--- config.mk ---
export PLATFORM = sky130hd
export DESIGN_NAME = id_ex_pipeline_register
export DESIGN_NICKNAME = d
export VERILOG_FILES = /design/src/rtl/id_ex_pipeline_register.sv
export SDC_FILE = /design/constraint.sdc
export NUM_CORES = 1
export LEC_CHECK = 0
export ABC_AREA = 1
export CORE_UTILIZATION = 35
export DETAILED_ROUTE_END_ITERATION = 16
export PLACE_DENSITY = 0.68
export SYNTH_ARGS = -nofsm -noshare
export SYNTH_HDL_FRONTEND = slang
export SYNTH_SLANG_ARGS = --single-unit
--- constraint.sdc ---
create_clock -name clk_i -period 7.4 [get_ports clk_i]
set_input_delay 1.48 -clock clk_i [delete_from_list [all_inputs] [get_ports clk_i]]
set_output_delay 1.48 -clock clk_i [all_outputs]
set_load 0.01 [all_outputs]
--- src/rtl/id_ex_pipeline_register.sv ---
// ID/EX boundary register with writeback bypass, load-use bubble insertion, EX hold and flush.
// Optional ID_EX_PERF_COUNT_EN adds bubble_count_o / hold_count_o event counters.
module id_ex_pipeline_register #(
    parameter int CTRL_W = 16
) (
    input  logic              clk_i,
    input  logic              rst_i,
    input  logic              flush_i,
    input  logic              ex_hold_i,
    input  logic              id_valid_i,
    input  logic [31:0]       id_pc_i,
    input  logic [31:0]       id_imm_i,
    input  logic [4:0]        id_rs1_addr_i,
    input  logic [4:0]        id_rs2_addr_i,
    input  logic [4:0]        id_rd_addr_i,
    input  logic [CTRL_W-1:0] id_ctrl_i,
    input  logic              id_mem_read_i,
    input  logic              id_reg_write_i,
    input  logic [31:0]       rf_op1_i,
    input  logic [31:0]       rf_op2_i,
    input  logic              wb_wr_en_i,
    input  logic [4:0]        wb_wr_addr_i,
    input  logic [31:0]       wb_wr_data_i,
    output logic              ex_valid_o,
    output logic [31:0]       ex_pc_o,
    output logic [31:0]       ex_imm_o,
    output logic [31:0]       ex_op1_o,
    output logic [31:0]       ex_op2_o,
    output logic [4:0]        ex_rs1_addr_o,
    output logic [4:0]        ex_rs2_addr_o,
    output logic [4:0]        ex_rd_addr_o,
    output logic [CTRL_W-1:0] ex_ctrl_o,
    output logic              ex_mem_read_o,
    output logic              ex_reg_write_o,
`ifdef ID_EX_PERF_COUNT_EN
    output logic [31:0]       bubble_count_o,
    output logic [31:0]       hold_count_o,
`endif
    output logic              load_use_stall_o
);

    typedef struct packed {
        logic              valid;
        logic [31:0]       pc;
        logic [31:0]       imm;
        logic [31:0]       op1;
        logic [31:0]       op2;
        logic [4:0]        rs1_addr;
        logic [4:0]        rs2_addr;
        logic [4:0]        rd_addr;
        logic [CTRL_W-1:0] ctrl;
        logic              mem_read;
        logic              reg_write;
    } ex_stage_t;

    ex_stage_t ex_q, ex_d;
    logic [31:0] op1_byp, op2_byp;
    logic        stall;

    // The register file only shows a write on the following cycle, so forward it here.
    always_comb begin
        op1_byp = rf_op1_i;
        op2_byp = rf_op2_i;
        if (id_rs1_addr_i == 5'd0)
            op1_byp = 32'd0;
        else if (wb_wr_en_i && (wb_wr_addr_i == id_rs1_addr_i))
            op1_byp = wb_wr_data_i;
        if (id_rs2_addr_i == 5'd0)
            op2_byp = 32'd0;
        else if (wb_wr_en_i && (wb_wr_addr_i == id_rs2_addr_i))
            op2_byp = wb_wr_data_i;
    end

    assign stall = ex_q.valid && ex_q.mem_read && (ex_q.rd_addr != 5'd0) && id_valid_i &&
                   ((id_rs1_addr_i == ex_q.rd_addr) || (id_rs2_addr_i == ex_q.rd_addr));

    always_comb begin
        ex_d = ex_q;
        if (flush_i) begin
            ex_d = '0;
        end else if (ex_hold_i) begin
            ex_d = ex_q;
        end else if (stall) begin
            ex_d = '0;
        end else begin
            ex_d.valid     = id_valid_i;
            ex_d.pc        = id_pc_i;
            ex_d.imm       = id_imm_i;
            ex_d.op1       = op1_byp;
            ex_d.op2       = op2_byp;
            ex_d.rs1_addr  = id_rs1_addr_i;
            ex_d.rs2_addr  = id_rs2_addr_i;
            ex_d.rd_addr   = id_rd_addr_i;
            ex_d.ctrl      = id_ctrl_i;
            ex_d.mem_read  = id_mem_read_i && id_valid_i;
            ex_d.reg_write = id_reg_write_i && id_valid_i;
        end
    end

    always_ff @(posedge clk_i or posedge rst_i) begin
        if (rst_i)
            ex_q <= '0;
        else
            ex_q <= ex_d;
    end

`ifdef ID_EX_PERF_COUNT_EN
    logic [31:0] bubble_count_q, bubble_count_d;
    logic [31:0] hold_count_q, hold_count_d;

    always_comb begin
        bubble_count_d = bubble_count_q;
        hold_count_d   = hold_count_q;
        if (flush_i || (!ex_hold_i && stall))
            bubble_count_d = bubble_count_q + 32'd1;
        if (!flush_i && ex_hold_i)
            hold_count_d = hold_count_q + 32'd1;
    end

    always_ff @(posedge clk_i or posedge rst_i) begin
        if (rst_i) begin
            bubble_count_q <= 32'd0;
            hold_count_q   <= 32'd0;
        end else begin
            bubble_count_q <= bubble_count_d;
            hold_count_q   <= hold_count_d;
        end
    end

    assign bubble_count_o = bubble_count_q;
    assign hold_count_o   = hold_count_q;
`endif

    assign ex_valid_o       = ex_q.valid;
    assign ex_pc_o          = ex_q.pc;
    assign ex_imm_o         = ex_q.imm;
    assign ex_op1_o         = ex_q.op1;
    assign ex_op2_o         = ex_q.op2;
    assign ex_rs1_addr_o    = ex_q.rs1_addr;
    assign ex_rs2_addr_o    = ex_q.rs2_addr;
    assign ex_rd_addr_o     = ex_q.rd_addr;
    assign ex_ctrl_o        = ex_q.ctrl;
    assign ex_mem_read_o    = ex_q.mem_read;
    assign ex_reg_write_o   = ex_q.reg_write;
    assign load_use_stall_o = stall;

endmodule

# --- Yosys cells after proc, flatten, opt, wreduce, memory -nomap -nowiden ---
# Index checks and enable logic that the tools add are counted.
totals:
  latchBits: 0
  elab_cells: 35
  ff_bits: 162
  mem_count: 0
  rom_bits: 0
  ramBits: 0
  output_inout_bits: 163
  input_bits: 204
classes:
  n_div: 0
  n_bitwise: 0
  muxes: 7
  n_mul: 0
  n_shift: 0
  eq_ne: 5
  reduce_logical: 12
  n_addsub: 0
  n_lt_le_gt_ge: 0
op_table:
  columns: ["operator", "n"]
  rows:
  - ["$mux 162", 3]
  - ["$mux 32", 4]
  - ["$eq 5x5->1", 4]
  - ["$logic_not 5->1", 2]
  - ["$logic_and 1x1->1", 8]
  - ["$reduce_bool 5->1", 1]
  - ["$ne 2x2->1 const B", 1]
  - ["$logic_or 1x1->1", 1]

# --- Logic depth before layout (Yosys ltp) ---
depth:
  depth_word: 7
  mapped_depth: 11
  ltp_nobuf: 9

# --- Worst setup path before layout ---
# Ideal clock, no wire load.
synth_timing:
  path_type: "input -> output"
  start: "input id_rs1_addr_i[0]"
  end: "output load_use_stall_o"
  required_ns: 5.920
  cell_stages: 9
  setup_slack_ns: 3.722
  arrival_time_ns: 2.198
  n_path_buf: 1
  path_cell_list: "inv_1 > nand2_1 > nand2_1 > nor2_1 > nand3_1 > nand2_1 > nand2_2 > buf_2 > inv_1"
synth_between:
  elab_chain_cells: 3
synth_lines:
  columns: ["item", "line_no", "source"]
  rows:
  - ["from (decl)", "13", "input logic [4:0] id_rs1_addr_i,"]
  - ["$eq 5x5->1", "75", "((id_rs1_addr_i == ex_q.rd_addr) || (id_rs2_addr_i == ex_q.rd_addr));"]
  - ["$logic_or 1x1->1", "75", null]
  - ["$logic_and 1x1->1", "74", "assign stall = ex_q.valid && ex_q.mem_read && (ex_q.rd_addr != 5'd0) && id_valid_i &&"]
  - ["to (decl)", "39", "output logic load_use_stall_o"]
# Every way passes these cells.

# --- Worst setup path after layout ---
layout_timing:
  start: "input id_rs1_addr_i[2]"
  end: "output load_use_stall_o"
# The elaborated chain is that of the path after synthesis.

==> results.cfg <==
[placement]
place.gp.congestion = 0.834
post-dp-hpwl_um = 19000
place_area_um2 = 11500
buffer_ports.inserted = 366
place_ws_ns = 2.28

[synthesis]
netlist_area_um2 = 7790
synth.net_count = 1229
ys_warn_count = 0
ys_seq_elements = 162
synth-seq-area-share = 0.521
post-synth-top-area-cell = sky130_fd_sc_hd__dfrtp_1
yosys.cell_types.count = 19
synth_area_leaders = sky130_fd_sc_hd__dfrtp_1 52%, sky130_fd_sc_hd__nand2_1 24%, sky130_fd_sc_hd__nand3_1 13%
syn-mean-instance-area_um2 = 7.60
post_synthesis_instance_total = 1025
yosys.area.top_type_share = 0.521

[worst_setup_path]
path_buf_inv = 4
crit_path_start_kind = input pin
worst_ep_arrival_time_ns = 3.60
setup.worst_path.class = input pin to output pin
slowest_stage = sky130_fd_sc_hd__clkdlybuf4s50_1
family_of_cells_with_the_greatest_summed_delay_on_the_critical_path = buffers and inverters
worstPathCellList = clkdlybuf4s50_1 -> inv_1 -> nand2_1 -> nand2_1 -> nor2_1 -> nand3_1 -> nand2_1 -> nand2_8 -> inv_1 -> clkdlybuf4s50_1
cp.required_ns = 5.92
worstPathMaxFanout = 81
timing.critical_path.to_type = output pin
critical-path-top-cell-by-count = sky130_fd_sc_hd__nand2_1
cpPeakStageDelay_ns = 0.56

[final_layout]
post_route_cells_drive_above_1_share = 0.0383
final_common_cell = sky130_fd_sc_hd__nand2_1
stdcell_area_um2 = 12100
fill_cells = 2073
area_delta_synth_final_pct = 55.4
layout.cells.most_common_list = 507 x sky130_fd_sc_hd__nand2_1, 366 x sky130_fd_sc_hd__clkdlybuf4s50_1, 197 x sky130_fd_sc_hd__nand3_1
final_nets = 1549

[hold_path]
hold_class = register to register

[floorplan]
floorplan.io_pins = 367
die_width_um = 151
initial_utilization = 0.357
floorplan.die_area_um2 = 22800
die_h_um = 151
core_outline_area_um2 = 21800
placement_rows = 54

[run]
max_cap_violations = 0

[timing]
timing.final.setup_violations = 0
slew_violations = 0
post-route-worst-setup-slack_ns = 2.32
fin_skew_ns = 0.0136
final_min_period_over_clock_period = 0.686
report.final.hold_viol_count = 0
worst_slew_pin_slew_ns = 1.15
finalHoldWorstSlack_ns = 0.476
setup_total_negative_slack_ns = 0
maxSlewHeadroom = 0.235
fmax_mhz = 197
rsz0062_at_grt = no
min_period_ns = 5.08

[route]
drt-total-wl_um = 28400
drt_pre_antenna_iters = 6
met1_length_um = 11500
post_detailed_route_drc_marker_count = 0
topRoutingLayerUsed = met4
route.detailed.vias_per_inst = 4.95
wl_per_cell_um = 17.3
met3RoutedLength_um = 2640
drt.antenna.violating_nets = 0
drt_iter0_drc = 408
dr_wl_met2_um = 13600
routed-via-count = 8111

[clock_tree]
clk_pin_slew_ns = 0.06
post_cts.repair.setup_buffers = 0
cts.path.max_buffers = 2
cts-buffers-inserted = 17
cts_resized = 0
cts_hold_buf = 0
clock-sinks = 162
cts.htree.levels = 4
clock-root-buffer = sky130_fd_sc_hd__clkbuf_16
clock_latency_ns = 0.43
cts_tree = yes

[power]
power.static_leakage_uw = 0.00605
powerDensity_nw_per_um2 = 188
vdd_ir_drop_max_mv = 0.135

[global_route]
antenna_found_initial = 3
grt_util_all_layers = 0.246
grt.overflow.total = 0
pin_count_of_the_biggest_net_entering_global_routing = 95
grt_first_pass_wirelength_um = 42800
grt_pass1_vias = 7717

[run_status]
run_status = finished, final reports clean
[cell usage after synthesis]
cell,number
sky130_fd_sc_hd__buf_2,42
sky130_fd_sc_hd__inv_1,23
sky130_fd_sc_hd__a21oi_1,1
sky130_fd_sc_hd__nor2_2,6
sky130_fd_sc_hd__nand2_1,507
sky130_fd_sc_hd__inv_2,4
sky130_fd_sc_hd__o21ai_1,2
sky130_fd_sc_hd__nand3_2,1
sky130_fd_sc_hd__o21ai_0,2
sky130_fd_sc_hd__dfrtp_1,162
sky130_fd_sc_hd__nor3b_1,1
sky130_fd_sc_hd__nand2_2,1
sky130_fd_sc_hd__clkbuf_1,20
sky130_fd_sc_hd__buf_6,8
sky130_fd_sc_hd__nand4_1,36
sky130_fd_sc_hd__buf_1,1
sky130_fd_sc_hd__xnor2_1,2
sky130_fd_sc_hd__nor2_1,9
sky130_fd_sc_hd__nand3_1,197
[metal layers]
layer / GRT usage / vias to the layer above
met1: 0.308 / 3803
met3: 0.0744 / 35
met5: 0 / -
met2: 0.402 / 342
li1: - / 3931
met4: 0.0860 / 0
[worst reg2reg max path: stages (launching register included)]
cell,delay [ns]
sky130_fd_sc_hd__dfrtp_1,0.45
sky130_fd_sc_hd__inv_1,0.14
sky130_fd_sc_hd__nand2_1,0.06
sky130_fd_sc_hd__o21ai_1,0.07
sky130_fd_sc_hd__nor2_1,0.06
sky130_fd_sc_hd__nand3_1,0.06
sky130_fd_sc_hd__nand2_1,0.13
sky130_fd_sc_hd__nand2_8,0.38
sky130_fd_sc_hd__buf_4,0.79
sky130_fd_sc_hd__nand3_1,0.28
sky130_fd_sc_hd__nand2_1,0.13
[per-stage QoR]
stage	utilization	cells	power, µW
finish	0.555	1640	2270
global route	0.554	1639	2370
floorplan	-	1025	1140
CTS	0.554	1638	2300
detailed placement	0.528	1606	1420
global placement	0.528	1606	1410
[flip-flops by register name, indices dropped and copies added (netlist names), 5 cells and up]
name / cells
ex_imm_o: 32
ex_op1_o: 32
ex_op2_o: 32
ex_pc_o: 32
ex_ctrl_o: 16
ex_rd_addr_o: 5
ex_rs1_addr_o: 5
ex_rs2_addr_o: 5
[power breakdown]
| group | switching [µW] | internal (µW) | leakage, µW |
|---|---|---|---|
| registers | 30.7 | 936 | 0.00216 |
| logic | 206 | 224 | 0.00361 |
| clock network | 416 | 457 | 0.000283 |
| total | 653 | 1620 | 0.00605 |
[final timing paths]
check                                                  from                  endpoint  slack, ns  depth (start not counted)
worst min-delay path               ex_op1_o[30]$_DFFE_PP0P_  ex_op1_o[30]$_DFFE_PP0P_       0.48                          2
max in group asynchronous                             rst_i    ex_pc_o[8]$_DFFE_PP0P_       4.30                          3
worst min register to register     ex_op1_o[30]$_DFFE_PP0P_  ex_op1_o[30]$_DFFE_PP0P_       0.48                          2
worst max-delay path                       id_rs1_addr_i[2]          load_use_stall_o       2.32                         10
worst max register to register  ex_rd_addr_o[3]$_DFFE_PP0P_  ex_imm_o[28]$_DFFE_PP0P_       4.79                         10
min in group asynchronous                             rst_i  ex_imm_o[26]$_DFFE_PP0P_       1.60                          2
[logic make-up after synthesis]
| logic type | count (synthesis) | synth area share |
|---|---|---|
| simple gates | 758 | 0.412 |
| flops | 162 | 0.521 |
| buf+inv | 98 | 0.0617 |
| compound gates | 5 | 0.00321 |
| xor+xnor | 2 | 0.00225 |
[area by class of cell]
cell class              instances  area [µm²]  area share
diodes                          2        5.00    0.000414
repair buffers                372        3710       0.306
flip-flops and latches        162        4050       0.335
clock buffers                  18         439      0.0363
inverters                      27         106     0.00879
well taps                     280         350      0.0289
clock inverters                14         135      0.0112
multi-input cells             765        3300       0.273
Note: power is estimated with default switching activity, not from simulation.
